===== src/rtl/decode_stage_pkg.sv =====
// Shared types and constants for the RV32I decode stage and its hazard scoreboard.
package pipeline_pkg;

    typedef enum logic [2:0] {
        IMM_I  = 3'b000,
        IMM_S  = 3'b001,
        IMM_B  = 3'b010,
        IMM_J  = 3'b011,
        IMM_U  = 3'b100,
        IMM_IZ = 3'b101,
        IMM_BZ = 3'b110
    } imm_sel_e;

    localparam logic [6:0] OPC_OP_IMM = 7'b0010011;
    localparam logic [6:0] OPC_LOAD   = 7'b0000011;
    localparam logic [6:0] OPC_JALR   = 7'b1100111;
    localparam logic [6:0] OPC_STORE  = 7'b0100011;
    localparam logic [6:0] OPC_BRANCH = 7'b1100011;
    localparam logic [6:0] OPC_JAL    = 7'b1101111;
    localparam logic [6:0] OPC_LUI    = 7'b0110111;
    localparam logic [6:0] OPC_AUIPC  = 7'b0010111;
    localparam logic [6:0] OPC_OP     = 7'b0110011;

    localparam logic [31:0] NOP_INST = 32'h0000_0013;

    typedef struct packed {
        logic       wen;
        logic [4:0] rd;
    } sb_slot_t;

    localparam sb_slot_t SB_EMPTY = '{wen: 1'b0, rd: 5'd0};

    // A used, nonzero source collides with an in-flight register write.
    function automatic logic sb_match(input sb_slot_t slot, input logic [4:0] rs,
                                      input logic use_rs);
        return use_rs && slot.wen && (rs != 5'd0) && (rs == slot.rd);
    endfunction

endpackage


===== src/rtl/decode_stage_if.sv =====
// Fetch-side inputs and EX-side outputs of the decode stage, grouped as one bundle.
interface decode_stage_if #(parameter int XLEN = 32);
    logic            if_valid_i;
    logic [31:0]     if_inst_i;
    logic [XLEN-1:0] if_pc_i;
    logic            flush_i;
    logic            stall_o;
    logic            id_valid_o;
    logic [XLEN-1:0] id_pc_o;
    logic [24:0]     inst_o;
    logic [2:0]      imm_sel_o;
    logic [4:0]      rs1_o;
    logic [4:0]      rs2_o;
    logic [4:0]      rd_o;
    logic            reg_wen_o;
    logic            illegal_o;

    modport slave (
        input  if_valid_i, if_inst_i, if_pc_i, flush_i,
        output stall_o, id_valid_o, id_pc_o, inst_o, imm_sel_o,
               rs1_o, rs2_o, rd_o, reg_wen_o, illegal_o
    );

    modport master (
        output if_valid_i, if_inst_i, if_pc_i, flush_i,
        input  stall_o, id_valid_o, id_pc_o, inst_o, imm_sel_o,
               rs1_o, rs2_o, rd_o, reg_wen_o, illegal_o
    );
endinterface


===== src/rtl/decode_stage_hazard_scoreboard.sv =====
// In-flight destination tracking (EX, MEM, and WB when WB_HAZARD_EN is defined)
// with RAW comparison against the sources of the instruction in ID.
module hazard_scoreboard
    import pipeline_pkg::*;
(
    input  logic       clk,
    input  logic       rst_n,
    input  logic [4:0] i_rs1,
    input  logic       i_use_rs1,
    input  logic [4:0] i_rs2,
    input  logic       i_use_rs2,
    input  sb_slot_t   i_issue,
    input  logic       i_flush,
    output logic       o_hazard
);

    sb_slot_t r_ex;
    sb_slot_t r_mem;
    sb_slot_t w_issue;
`ifdef WB_HAZARD_EN
    sb_slot_t r_wb;
`endif

    // A flushed ID slot always enters EX as a bubble.
    always_comb begin
        w_issue = SB_EMPTY;
        if (i_flush) begin
            w_issue = SB_EMPTY;
        end else begin
            w_issue = i_issue;
        end
    end

    // Slot chain: EX receives the issue slot, older slots shift toward WB.
    always_ff @(posedge clk or negedge rst_n) begin
        if (!rst_n) begin
            r_ex  <= SB_EMPTY;
            r_mem <= SB_EMPTY;
`ifdef WB_HAZARD_EN
            r_wb  <= SB_EMPTY;
`endif
        end else begin
            r_ex  <= w_issue;
            r_mem <= r_ex;
`ifdef WB_HAZARD_EN
            r_wb  <= r_mem;
`endif
        end
    end

    // Any used source matching any live slot is a RAW hazard.
    always_comb begin
        o_hazard = sb_match(r_ex,  i_rs1, i_use_rs1) | sb_match(r_ex,  i_rs2, i_use_rs2) |
                   sb_match(r_mem, i_rs1, i_use_rs1) | sb_match(r_mem, i_rs2, i_use_rs2);
`ifdef WB_HAZARD_EN
        o_hazard = o_hazard |
                   sb_match(r_wb, i_rs1, i_use_rs1) | sb_match(r_wb, i_rs2, i_use_rs2);
`endif
    end

endmodule


===== src/rtl/decode_stage.sv =====
// RV32I ID stage: IF/ID register, opcode decode, RAW stall and flush handling.
// Optional WB_HAZARD_EN adds a WB scoreboard slot for a non-write-through register file.
module decode_stage
    import pipeline_pkg::*;
#(
    parameter int XLEN = 32
) (
    input logic            clk,
    input logic            rst_n,
    decode_stage_if.slave  bus
);

    logic            r_valid;
    logic [31:0]     r_inst;
    logic [XLEN-1:0] r_pc;

    logic [6:0] w_opcode;
    logic [2:0] w_funct3;
    logic [4:0] w_rs1;
    logic [4:0] w_rs2;
    logic [4:0] w_rd;
    logic       w_legal;
    logic       w_use_rs1;
    logic       w_use_rs2;
    logic       w_writes;
    imm_sel_e   w_imm_sel;
    logic       w_hazard;
    logic       w_stall;
    logic       w_id_valid;
    logic       w_reg_wen;
    sb_slot_t   w_issue;

    assign w_opcode = r_inst[6:0];
    assign w_funct3 = r_inst[14:12];
    assign w_rs1    = r_inst[19:15];
    assign w_rs2    = r_inst[24:20];
    assign w_rd     = r_inst[11:7];

    // IF/ID register: flush beats stall, stall holds, otherwise load from fetch.
    always_ff @(posedge clk or negedge rst_n) begin
        if (!rst_n) begin
            r_valid <= 1'b0;
            r_inst  <= NOP_INST;
            r_pc    <= '0;
        end else if (bus.flush_i) begin
            r_valid <= 1'b0;
            r_inst  <= NOP_INST;
        end else if (!w_stall) begin
            r_valid <= bus.if_valid_i;
            r_inst  <= bus.if_inst_i;
            r_pc    <= bus.if_pc_i;
        end
    end

    // Opcode decode; unknown opcodes fall through as a NOP flagged illegal.
    always_comb begin
        w_legal   = 1'b1;
        w_use_rs1 = 1'b0;
        w_use_rs2 = 1'b0;
        w_writes  = 1'b0;
        w_imm_sel = IMM_I;
        case (w_opcode)
            OPC_OP_IMM: begin
                w_use_rs1 = 1'b1;
                w_writes  = 1'b1;
                if ((w_funct3 == 3'b001) || (w_funct3 == 3'b101)) begin
                    w_imm_sel = IMM_IZ;
                end else begin
                    w_imm_sel = IMM_I;
                end
            end
            OPC_LOAD, OPC_JALR: begin
                w_use_rs1 = 1'b1;
                w_writes  = 1'b1;
            end
            OPC_STORE: begin
                w_use_rs1 = 1'b1;
                w_use_rs2 = 1'b1;
                w_imm_sel = IMM_S;
            end
            OPC_BRANCH: begin
                w_use_rs1 = 1'b1;
                w_use_rs2 = 1'b1;
                w_imm_sel = IMM_B;
            end
            OPC_JAL: begin
                w_writes  = 1'b1;
                w_imm_sel = IMM_J;
            end
            OPC_LUI, OPC_AUIPC: begin
                w_writes  = 1'b1;
                w_imm_sel = IMM_U;
            end
            OPC_OP: begin
                w_use_rs1 = 1'b1;
                w_use_rs2 = 1'b1;
                w_writes  = 1'b1;
            end
            default: begin
                w_legal = 1'b0;
            end
        endcase
    end

    hazard_scoreboard u_scoreboard (
        .clk       (clk),
        .rst_n     (rst_n),
        .i_rs1     (w_rs1),
        .i_use_rs1 (r_valid & w_use_rs1),
        .i_rs2     (w_rs2),
        .i_use_rs2 (r_valid & w_use_rs2),
        .i_issue   (w_issue),
        .i_flush   (bus.flush_i),
        .o_hazard  (w_hazard)
    );

    // Flush suppresses the stall so fetch can take the redirected PC.
    always_comb begin
        w_stall    = w_hazard & ~bus.flush_i;
        w_id_valid = r_valid & ~w_hazard & ~bus.flush_i;
        w_reg_wen  = w_id_valid & w_writes & (w_rd != 5'd0);
        w_issue    = SB_EMPTY;
        if (w_id_valid) begin
            w_issue = '{wen: w_reg_wen, rd: w_rd};
        end else begin
            w_issue = SB_EMPTY;
        end
    end

    assign bus.stall_o    = w_stall;
    assign bus.id_valid_o = w_id_valid;
    assign bus.id_pc_o    = r_pc;
    assign bus.inst_o     = r_inst[31:7];
    assign bus.imm_sel_o  = w_imm_sel;
    assign bus.rs1_o      = w_rs1;
    assign bus.rs2_o      = w_rs2;
    assign bus.rd_o       = w_rd;
    assign bus.reg_wen_o  = w_reg_wen;
    assign bus.illegal_o  = r_valid & ~w_legal;

endmodule


===== src/flat_wrapper.sv =====
// flat-port wrapper written by rule: the top's interface ports become plain ports
module decode_stage_flat import pipeline_pkg::*;
#(
    parameter int XLEN = 32
)
  (clk, rst_n, bus_if_valid_i, bus_if_inst_i, bus_if_pc_i, bus_flush_i, bus_stall_o, bus_id_valid_o, bus_id_pc_o, bus_inst_o, bus_imm_sel_o, bus_rs1_o, bus_rs2_o, bus_rd_o, bus_reg_wen_o, bus_illegal_o);
  decode_stage_if #(.XLEN(XLEN)) bus_i ();
  input logic clk;
  input logic rst_n;
  input wire logic [$bits(bus_i.if_valid_i)-1:0] bus_if_valid_i;
  input wire logic [$bits(bus_i.if_inst_i)-1:0] bus_if_inst_i;
  input wire logic [$bits(bus_i.if_pc_i)-1:0] bus_if_pc_i;
  input wire logic [$bits(bus_i.flush_i)-1:0] bus_flush_i;
  output wire logic [$bits(bus_i.stall_o)-1:0] bus_stall_o;
  output wire logic [$bits(bus_i.id_valid_o)-1:0] bus_id_valid_o;
  output wire logic [$bits(bus_i.id_pc_o)-1:0] bus_id_pc_o;
  output wire logic [$bits(bus_i.inst_o)-1:0] bus_inst_o;
  output wire logic [$bits(bus_i.imm_sel_o)-1:0] bus_imm_sel_o;
  output wire logic [$bits(bus_i.rs1_o)-1:0] bus_rs1_o;
  output wire logic [$bits(bus_i.rs2_o)-1:0] bus_rs2_o;
  output wire logic [$bits(bus_i.rd_o)-1:0] bus_rd_o;
  output wire logic [$bits(bus_i.reg_wen_o)-1:0] bus_reg_wen_o;
  output wire logic [$bits(bus_i.illegal_o)-1:0] bus_illegal_o;
  assign bus_i.if_valid_i = bus_if_valid_i;
  assign bus_i.if_inst_i = bus_if_inst_i;
  assign bus_i.if_pc_i = bus_if_pc_i;
  assign bus_i.flush_i = bus_flush_i;
  assign bus_stall_o = bus_i.stall_o;
  assign bus_id_valid_o = bus_i.id_valid_o;
  assign bus_id_pc_o = bus_i.id_pc_o;
  assign bus_inst_o = bus_i.inst_o;
  assign bus_imm_sel_o = bus_i.imm_sel_o;
  assign bus_rs1_o = bus_i.rs1_o;
  assign bus_rs2_o = bus_i.rs2_o;
  assign bus_rd_o = bus_i.rd_o;
  assign bus_reg_wen_o = bus_i.reg_wen_o;
  assign bus_illegal_o = bus_i.illegal_o;
  decode_stage #(.XLEN(XLEN)) u_core (.clk(clk), .rst_n(rst_n), .bus(bus_i));
endmodule

===== config.mk =====
export PLATFORM = sky130hd
export DESIGN_NAME = decode_stage_flat
export DESIGN_NICKNAME = d
export VERILOG_FILES = /design/src/rtl/decode_stage_pkg.sv /design/src/rtl/decode_stage_if.sv /design/src/rtl/decode_stage_hazard_scoreboard.sv /design/src/rtl/decode_stage.sv /design/src/flat_wrapper.sv
export SDC_FILE = /design/constraint.sdc
export NUM_CORES = 1
export LEC_CHECK = 0
export ABC_AREA = 1
export BUFFER_PORTS_ARGS = -buffer_cell sky130_fd_sc_hd__buf_2
export CAP_MARGIN = 20
export CORE_MARGIN = 2
export CORE_UTILIZATION = 50
export DETAILED_ROUTE_END_ITERATION = 6
export HOLD_SLACK_MARGIN = 0.1
export PLACE_DENSITY = 0.9
export SLEW_MARGIN = 20
export SYNTH_ARGS = -nofsm -noshare
export SYNTH_HDL_FRONTEND = slang
export SYNTH_SLANG_ARGS = --single-unit

===== constraint.sdc =====
create_clock -name clk -period 2.2 [get_ports clk]
set_input_delay 0.22 -clock clk [delete_from_list [all_inputs] [get_ports clk]]
set_output_delay 0.22 -clock clk [all_outputs]
set_load 0.02 [all_outputs]

### After elaboration in Yosys (flattened, before gate mapping)

Cells that the tools add are included.

* register bits after elaboration: 77
* logic and storage cells: 72
* input port bits: 68

* bitwise logic cells: 15
* eq/ne operators: 16
* reduce and logical (&&, ||, !) cells: 22
* mux-type cells: 12

Operators with widths (count)
* 2-to-1 mux 32 bit: 2
* equality test 7 x 6 -> 1 bit (second input constant): 3
* equality test 7 bit (second input constant): 3
* equality test 5 bit: 4
* case mux 3 bit (5 select lines): 1
* nonzero test 5 bit: 3
* equality test 7 x 5 -> 1 bit (second input constant): 2
* logical AND 1 bit: 12
* 2-to-1 mux 6 bit: 2
* OR reduction 9 bit: 1
* AND 1 bit: 8
* equality test 7 x 2 -> 1 bit (second input constant): 1
* OR reduction 7 bit: 1
* 2-to-1 mux 1 bit: 6
* OR reduction 6 bit: 1
* NOT 1 bit: 4
* equality test 3 x 1 -> 1 bit (second input constant): 1
* equality test 3 bit (second input constant): 1
* 2-to-1 mux 3 bit: 1
* bitwise OR 1 bit: 3
* OR reduction 3 bit: 1
* inequality test 2 bit (second input constant): 1
* AND reduction 2 bit: 1
* OR reduction 2 bit: 1
* logical OR 1 bit: 1

### Longest topological paths before layout

Gate-level depths: netlist (run 1).

* depth in word-level cells: 17
* depth in mapped cells: 14
* depth with buffers taken out: 13

### Hierarchy

From an unflattened synthesis (run 1), not the netlist that was laid out.

* cell total of the unflattened synthesis: 463
* area, all modules: 3722.3 um2

By module, submodules not included
* decode_stage: times used 1, area each 2926.6 um2, cells an instance 322, seq. area each 1630.3 um2
* hazard_scoreboard: times used 1, area each 795.8 um2, cells an instance 141, seq. area each 300.3 um2

### Worst setup path after synthesis (run 1)

OpenSTA, ideal clock, no wires.

* kind: register to output
* start: reg u_core.r_inst[4]
* end: out bus_reg_wen_o
* slack: 269 ps
* data arrival time: 1711 ps
* path buffers: 0
* stages on the path, launching flop included: 11
* data required time: 1980 ps
* cells stage by stage: dfstp_2 inv_2 nand2_1 nor2_2 nand2_1 o21ai_2 nor2_1 nor2_2 nand2_2 nand4_1 nor2_1

* longest elaborated chain between the ends: 15
* elaborated cells on any way between the ends: 37
* those cells by class: 9 x eq/ne; 3 x mux; 10 x bitwise; 15 x reduce/logical

Ends and longest elaborated chain
* start, declared: RTL line decode_stage.sv:14 `logic [31:0] r_inst;`
* start signal, assigned: RTL line decode_stage.sv:50 `r_inst <= bus.if_inst_i;`
* equality test 7 x 2 -> 1 bit (tied with other cells): RTL line decode_stage.sv:62 `case (w_opcode)`
* OR reduction 6 bit (no line) / OR reduction 3 bit (equally long branches)
* 2-to-1 mux 1 bit: RTL line decode_stage.sv:62
* AND 1 bit (on tied branches): RTL line decode_stage.sv:109, decode_stage.sv:111
* logical AND 1 bit (3 in series): RTL line decode_stage_pkg.sv:36 `return use_rs && slot.wen && (rs != 5'd0) && (rs == slot.rd);`
* bitwise OR 1 bit (2 in series): RTL line decode_stage_hazard_scoreboard.sv:53 `o_hazard = sb_match(r_ex, i_rs1, i_use_rs1) | sb_match(r_ex, i_rs2, i_use_rs2) |`
* bitwise OR 1 bit: RTL line decode_stage_hazard_scoreboard.sv:54 `sb_match(r_mem, i_rs1, i_use_rs1) | sb_match(r_mem, i_rs2, i_use_rs2);`
* NOT 1 bit: RTL line decode_stage.sv:120 `w_id_valid = r_valid & ~w_hazard & ~bus.flush_i;`
* AND 1 bit (2 in series): RTL line decode_stage.sv:120
* AND 1 bit * (2 in series): RTL line decode_stage.sv:121 `w_reg_wen = w_id_valid & w_writes & (w_rd != 5'd0);`
* end, declared: RTL line flat_wrapper.sv:22 `output wire logic [$bits(bus_i.reg_wen_o)-1:0] bus_reg_wen_o;`

Mark *: on every way between the ends. The rest lies on a longest branch, timed or not.

### Worst setup path after layout (run 1)

* start: reg u_core.r_inst[20]
* end: out bus_reg_wen_o

* longest elaborated chain between the ends: 11
* elaborated cells on any way between the ends: 15
* those cells by class: 2 x eq/ne; 8 x bitwise; 5 x reduce/logical

Ends and longest elaborated chain (RTL line)
* nonzero test 5 bit: decode_stage_pkg.sv:36
* logical AND 1 bit (2 in series): decode_stage_pkg.sv:36
* bitwise OR 1 bit (2 in series): decode_stage_hazard_scoreboard.sv:53
* bitwise OR 1 bit *: decode_stage_hazard_scoreboard.sv:54
* NOT 1 bit *: decode_stage.sv:120
* AND 1 bit * (2 in series): decode_stage.sv:120
* AND 1 bit * (2 in series): decode_stage.sv:121

Marks and branches as above.

==> metrics, run 1 <==
pin count of the biggest net entering global routing=between 40 and 50; reg2reg end=u_core.bus.id_pc_o[2]; most used cell, CP=nor2_1; sequential share of the synthesized area=between 40% and 50%; chip height=about 93 um; startpoint types=register; Residual DRC=0; Yosys reg bits=77; gp weighted congestion=about 0.94; routed vias=~3700; most common library cells after synthesis=nand2_1, dfrtp_1, nand4_1; Worst Skew=about 0.0092 ns; Yosys cell types=26; width of the die=92.77 um; Final nets=between 600 and 700; worst skew pair latency=0.35 ns; count leader, synth=nand2_1; prevailing post-synth register cell=dfrtp_1; Root Buffer=clkbuf_8; Rows=32; 1st-iter DRT viols=250; CTS Buffer Depth=2; Leak Pwr=0.002693 uW; final setup TNS=0 ns; Worst Setup SP=u_core.r_inst[20]; Crit Path Max Fanout=6; unrepaired setup endpoints after global routing=yes; worst hold path type=in -> reg; Routed Antenna Nets=0; number of max-cap violations=0; Buffers on Ports=146; flop-to-flop setup slack=0.19 ns; DPL Wire Length=around 7000 um; Pwr per Cell Area=approximately 700 nW/um2; DRT Wirelength=roughly 10000 um; Finished Layout Cells=~700; DR WL/cell=roughly 14 um; R2R cell count=11; Post-synth EDFFs=0; vias in the first global route=between 3000 and 4000; Mapped Avg Cell Area=8.191 um2; end of the critical path=bus_reg_wen_o; Core ar.=between 7000 and 8000 um2; Synth warnings=0; critical path data required time=approximately 2.0 ns; Fin. Hold Viols=0; Post-DP Area=4458 um2; status=completed; min Tclk post-route=~2.2 ns; fin crit share=a little over nine tenths; max frequency=about 0.46 GHz; P&R area growth vs syn=23.18%; first-pass iteration count of the detailed router=4; first-pass GRT wire length=~16000 um; Crit Path Category=reg -> out; Crit-path slowest cell=dfrtp_2; Final setup viols=0; Vias/cell=around 5.3; worst flop-to-flop path startpoint=u_core.r_inst[20]; H-tree levels=3; Critical Path, Cell by Cell=nor2_1 > nand3_1 > nor2_2 > nor2_1 > nand3_1 > nand2_1 > nand2_2 > nand4_1 > nor2_1 > buf_4; layout cells sized above 1=between 30% and 40%; CP Capture Type=primary output; cell count after synthesis=about 480; Worst Path Arrival=1.95 ns; # IOs=roughly 150; design area=slightly below 5000 um2; CTS clk-pin slew, worst paths=0.08 ns; dominant cell type by area after synthesis=dfrtp_1; clock net sink count=77; effective utilization at floorplan=slightly above 50%; placed cells=672; Slew headroom=69.66%; CTS tree=done; die area=about 8600 um2; Worst-Margin Slew=about 0.46 ns; Largest stage delay, worst path=between 0.4 and 0.5 ns; diode count=0; Fillers=661; largest cells by area after synthesis=dfrtp_1, nand2_1, nand4_1; initial antenna violation count=0; share of synthesized registers carrying an async set or reset=100.0%; Hold Slack=~0.12 ns; Final Max Tran Viols=0; Peak VDD IR=between 0.4 and 0.5 mV; total CTS buffers=9; post-synth top area share=47.00%; Syn Nets=between 500 and 600; total track usage=a little under a quarter; grt ovf=0; cell area after synthesis=3940 um2; Core Util, Final=63.13%
==> report_power, final <==
group	switching, uW	internal [uW]	leakage, uW
Combinational	340	202	0.00161
Sequential	71.4	1500	0.000965
Clock	531	754	0.000116
Total	942	2460	0.00269
==> logic make-up after synthesis <==
group                  share of synthesized area, %
flip-flops                                    49.00
XOR/XNOR                                     0.6670
buffers and inverters                         14.77
AND/OR/NAND/NOR                               34.04
AO/OA/AOI/OAI                                 1.524
==> cell type report <==
class | instances | area, um2 | share of cell area (%)
Clock buffer | 10 | 127.6 | 2.630
Clock inverter | 6 | 111.4 | 2.294
Inverter | 35 | 133.9 | 2.758
Multi-Input combinational cell | 301 | 1480 | 30.50
Sequential cell | 77 | 1939 | 39.96
Tap cell | 102 | 127.6 | 2.630
Timing Repair Buffer | 167 | 933.4 | 19.23
==> registers in the layout (all words and copies together), names as in the netlist <==
name	cells
u_core.r_inst	32
u_core.u_scoreboard.r_mem	6
u_core.bus.id_pc_o	32
u_core.r_valid	1
u_core.u_scoreboard.r_ex	6
==> placed cells by master, fill, tap and decap left out, drive strengths merged <==
cell type | synthesis | final
nand2 | 150 | 150
xnor2 | 3 | 3
o21ai | 4 | 4
o311ai | 1 | 1
buf | 56 | 162
nand4 | 66 | 66
inv | 35 | 35
clkinvlp | 0 | 1
clkbuf | 12 | 10
dfstp | 3 | 3
clkinv | 0 | 2
nor3 | 2 | 2
a31oi | 1 | 1
nand3 | 39 | 39
or2 | 3 | 3
dlygate4sd3 | 0 | 5
a21oi | 1 | 1
nor2 | 29 | 29
o22ai | 2 | 2
bufinv | 0 | 3
dfrtp | 74 | 74
==> per-stage QoR <==
stage / total power (uW) / setup WS, ns
3_5_place_dp: 2118 / 0.2696
3_3_place_gp: 2104 / 0.3413
5_1_grt: 3546 / -0.09904
4_1_cts: 3414 / 0.003140
6_report: 3403 / 0.03013
2_1_floorplan: 1937 / 0.2690
==> how the worst min path moves through the flow <==
| stage | from | endpoint | slack [ns] | cells after the start |
|---|---|---|---|---|
| after floorplan | rst_n | u_core.bus.id_pc_o[0] | -0.08 | 0 |
| after global placement | rst_n | u_core.r_inst[16] | 0.19 | 1 |
| after detailed placement | rst_n | u_core.r_inst[12] | 0.21 | 1 |
| after CTS | bus_if_pc_i[12] | u_core.bus.id_pc_o[12] | 0.11 | 3 |
| after global routing | bus_if_pc_i[12] | u_core.bus.id_pc_o[12] | 0.12 | 3 |
| final | bus_if_inst_i[31] | u_core.r_inst[31] | 0.12 | 3 |
==> critical path: cells and delay by family, from the launching register on <==
family / cells / cell delay (ns)
buf+inv: 1 / 0.16
flops: 1 / 0.46
simple gates: 9 / 0.99
==> layer usage <==
metal	vias up	track usage, %	wire [um]
met3	22	5.696	679
met5	-	0	0
li1	1764	-	-
met2	152	41.73	5099
met1	1730	28.18	4022
met4	0	8.701	236
==> repair_timing <==
action | in CTS | in global routing
hold buffers | 5 | 0
endpoints found under the setup margin | 3 | 3
gates resized for setup | 7 | 22
buffers inserted | 3 | 2
pin swaps | 8 | 10
hold endpoints to repair | 38 | 0
No activity file was read; power rests on OpenSTA's default activity.
==> run 2, diff against run 1 <==
--- a/config.mk
+++ b/config.mk
@@ -5,14 +5,13 @@
 export SDC_FILE = /design/constraint.sdc
 export NUM_CORES = 1
 export LEC_CHECK = 0
-export ABC_AREA = 1
-export BUFFER_PORTS_ARGS = -buffer_cell sky130_fd_sc_hd__buf_2
 export CAP_MARGIN = 20
 export CORE_MARGIN = 2
-export CORE_UTILIZATION = 50
+export CORE_UTILIZATION = 30
 export DETAILED_ROUTE_END_ITERATION = 6
+export DONT_BUFFER_PORTS = 1
 export HOLD_SLACK_MARGIN = 0.1
-export PLACE_DENSITY = 0.9
+export PLACE_DENSITY = 0.53
 export SLEW_MARGIN = 20
 export SYNTH_ARGS = -nofsm -noshare
 export SYNTH_HDL_FRONTEND = slang
==> run 2 against run 1 <==
  * First-iteration DRC count down 78%
  * Global-route usage down 9.5 points
  * The flow now finishes with violations (negative setup slack)
  * Area after synthesis down 7.8%
  * Critical path type is now reg -> reg
  * Largest power group unchanged
  * Clock power up 5%
  * Maximum frequency down 22%
==> metrics, run 2 <==
Fin. Hold Viols=0 (unchanged); cell count after synthesis=299 (-38%); Mapped Avg Cell Area=12.15 um2 (+48%); Buffers on Ports=0 (-100%); first-pass iteration count of the detailed router=4 (unchanged); initial antenna violation count=0 (unchanged); critical path data required time=2.41 ns (+0.43 ns); routed vias=2392 (-35%); flop-to-flop setup slack=-0.59 ns (-0.78 ns); prevailing post-synth register cell=dfrtp_1; R2R cell count=9 (-2); cell area after synthesis=3633 um2 (-7.8%); Crit-path slowest cell=or4_4; chip height=114.1 um (+23%); Peak VDD IR=0.3355 mV (-33%); post-synth top area share=50.96% (+4.0 points); Syn Nets=367 (-33%); reg2reg end=u_core.bus.id_pc_o[2]; Sequential cell area=1931 um2 (-0.45%); most common library cells after synthesis=dfrtp_1, buf_4, nor2_1; fin crit share=126.6% (+28 points); end of the critical path=u_core.bus.id_pc_o[2]; Leak Pwr=0.002255 uW (-16%); max frequency=0.3589 GHz (-22%); effective utilization at floorplan=30.50% (-21 points); Final setup viols=74 (+74); Rows=40 (+25%); most common cell after layout, fill and taps aside=dfrtp_1; Setup WS post-layout=-0.5862 ns (-0.6163 ns); final setup TNS=-30.59 ns (-30.59 ns); Routed Antenna Nets=0 (unchanged); 1st-iter DRT viols=55 (-78%); number of max-cap violations=0 (unchanged); share of synthesized registers carrying an async set or reset=100.0% (unchanged); Synth warnings=0 (unchanged); Post-DP Area=3862 um2 (-13%); Final nets=439 (-33%); first-pass GRT wire length=13780 um (-16%); count leader, synth=dfrtp_1; H-tree levels=3 (unchanged); most frequent cells in the layout=dfrtp_1, dlygate4sd3_1, nor2_1; sequential share of the synthesized area=53.13% (+4.1 points); clock net sink count=77 (unchanged); width of the die=114.1 um (+23%); Hold Path Origin=bus_flush_i; gp weighted congestion=0.7862 (-16%); layout cells sized above 1=28.88% (-7.4 points); worst skew pair latency=0.33 ns (-0.02 ns); Largest stage delay, worst path=0.53 ns (+0.07 ns); worst hold path type=in -> reg; Multi-input gate area=1500 um2 (+1.4%); Critical Path, Cell by Cell=or4_4 > o211a_1 > nor4b_1 > a311o_2 > buf_12 > buf_8 > nor2_8 > clkbuf_16 > mux2_4; DPL Wire Length=5724 um (-19%); Pwr per Cell Area=687.2 nW/um2 (-2.0%); P&R area growth vs syn=40.91%; die area=13010 um2 (+51%); Core ar.=11910 um2 (+55%); Slew headroom=66.86% (-2.8 points); total track usage=14.20% (-9.5 points); DR WL/cell=16.77 um (+17%); dominant cell type by area after synthesis=dfrtp_1; vias in the first global route=2624 (-26%); pin count of the biggest net entering global routing=78 (+70%); Yosys reg bits=77 (unchanged); Yosys cell types=40 (+54%); Final Max Tran Viols=0 (unchanged); Vias/cell=4.591 (-13%); CTS clk-pin slew, worst paths=0.06 ns (-0.02 ns); largest cells by area after synthesis=dfrtp_1, mux2_2, buf_4; status=finished, violations left; CTS tree=done; Crit Path Category=reg -> reg; Worst Path Arrival=3.00 ns (+1.05 ns); CP Capture Type=register; total CTS buffers=9 (unchanged); DRT Wirelength=8738 um (-13%); worst flop-to-flop path startpoint=u_core.r_inst[21]; design area=5120 um2 (+5.5%); Post-synth EDFFs=0 (unchanged); grt ovf=0 (unchanged); Residual DRC=0 (unchanged); startpoint types=register; failing checks=negative setup slack; Root Buffer=clkbuf_16; Worst-Margin Slew=0.4972 ns (+0.04209 ns); CTS Buffer Depth=2 (unchanged); Fillers=1095 (+66%); Crit Path Max Fanout=7 (+1); Worst Skew=0.004855 ns (-0.004340 ns); unrepaired setup endpoints after global routing=yes; # IOs=147 (unchanged); Worst Setup SP=u_core.r_inst[21]; min Tclk post-route=2.786 ns (+0.6163 ns); diode count=0 (unchanged)
## run 2: worst min-delay path by stage
stage	end	slack, ns	cells past startpoint
after floorplan	u_core.bus.id_pc_o[0]	-0.08	0
after global placement	u_core.r_inst[27]	-0.07	0
after detailed placement	u_core.r_inst[27]	-0.07	0
after CTS	u_core.bus.id_pc_o[0]	0.13	2
after global routing	u_core.r_inst[9]	0.16	2
final	u_core.r_inst[27]	0.16	2
## run 2: final cells by class
class | instances | share of cell area [%]
Clock buffer | 13 | 5.083
Tap cell | 147 | 3.592
Timing Repair Buffer | 113 | 24.17
Sequential cell | 77 | 37.71
Clock inverter | 1 | 0.1466
Multi-Input combinational cell | 170 | 29.30
## run 2: logic make-up (layout without fill, tap and decap cells)
kind of cell,after synthesis,after routing,share of synthesized area (%)
and+or+nand+nor,79,79,11.67
DFF,77,77,53.13
xor gates and xnor gates,21,21,5.062
AOI/OAI and AO/OA,9,9,1.791
muxes,61,61,17.91
buffers and inverters,52,127,10.43
## run 2: metal layers
metal | global-route usage [%] | share of wire [%] | vias up
met4 | 6.423 | 1.6 | 0
li1 | - | - | 1118
met5 | 0 | 0 | -
met3 | 4.606 | 7.7 | 11
met2 | 23.02 | 49 | 100
met1 | 17.28 | 42 | 1163
## run 2: where the power goes
part | internal (uW) | switching [uW]
Clock | 813 | 538
Sequential | 1510 | 167
Combinational | 283 | 204
## run 2: stage by stage
step / utilization (%) / power, uW / setup slack, ns / std cells / hold slack [ns]
after floorplan: - / 1995 / -0.4685 / 299 / -0.07559
after global placement: 32.43 / 2025 / -0.3096 / 429 / -0.07377
after detailed placement: 32.43 / 2030 / -0.3514 / 429 / -0.07383
after CTS: 42.23 / 3567 / -0.6348 / 518 / 0.1282
after global routing: 42.98 / 3701 / -0.6649 / 521 / 0.1650
final: 42.98 / 3518 / -0.5862 / 521 / 0.1570
## run 2: timing repair
| item | in CTS | in global routing |
|---|---|---|
| hold endpoints to repair | 142 | 0 |
| setup buffers | 5 | 2 |
| cloned | 2 | 2 |
| hold buffers | 68 | 0 |
| resized for setup | 24 | 12 |
| setup endpoints to repair | 73 | 75 |
| pin swaps | 2 | 7 |
## run 2: worst max-delay path, delay by kind of cell (launching register included)
kind | cells | cell delay, ns
simple gates | 3 | 0.89
compound gates | 2 | 0.63
buf+inv | 3 | 0.48
flops | 1 | 0.37
mux | 1 | 0.29
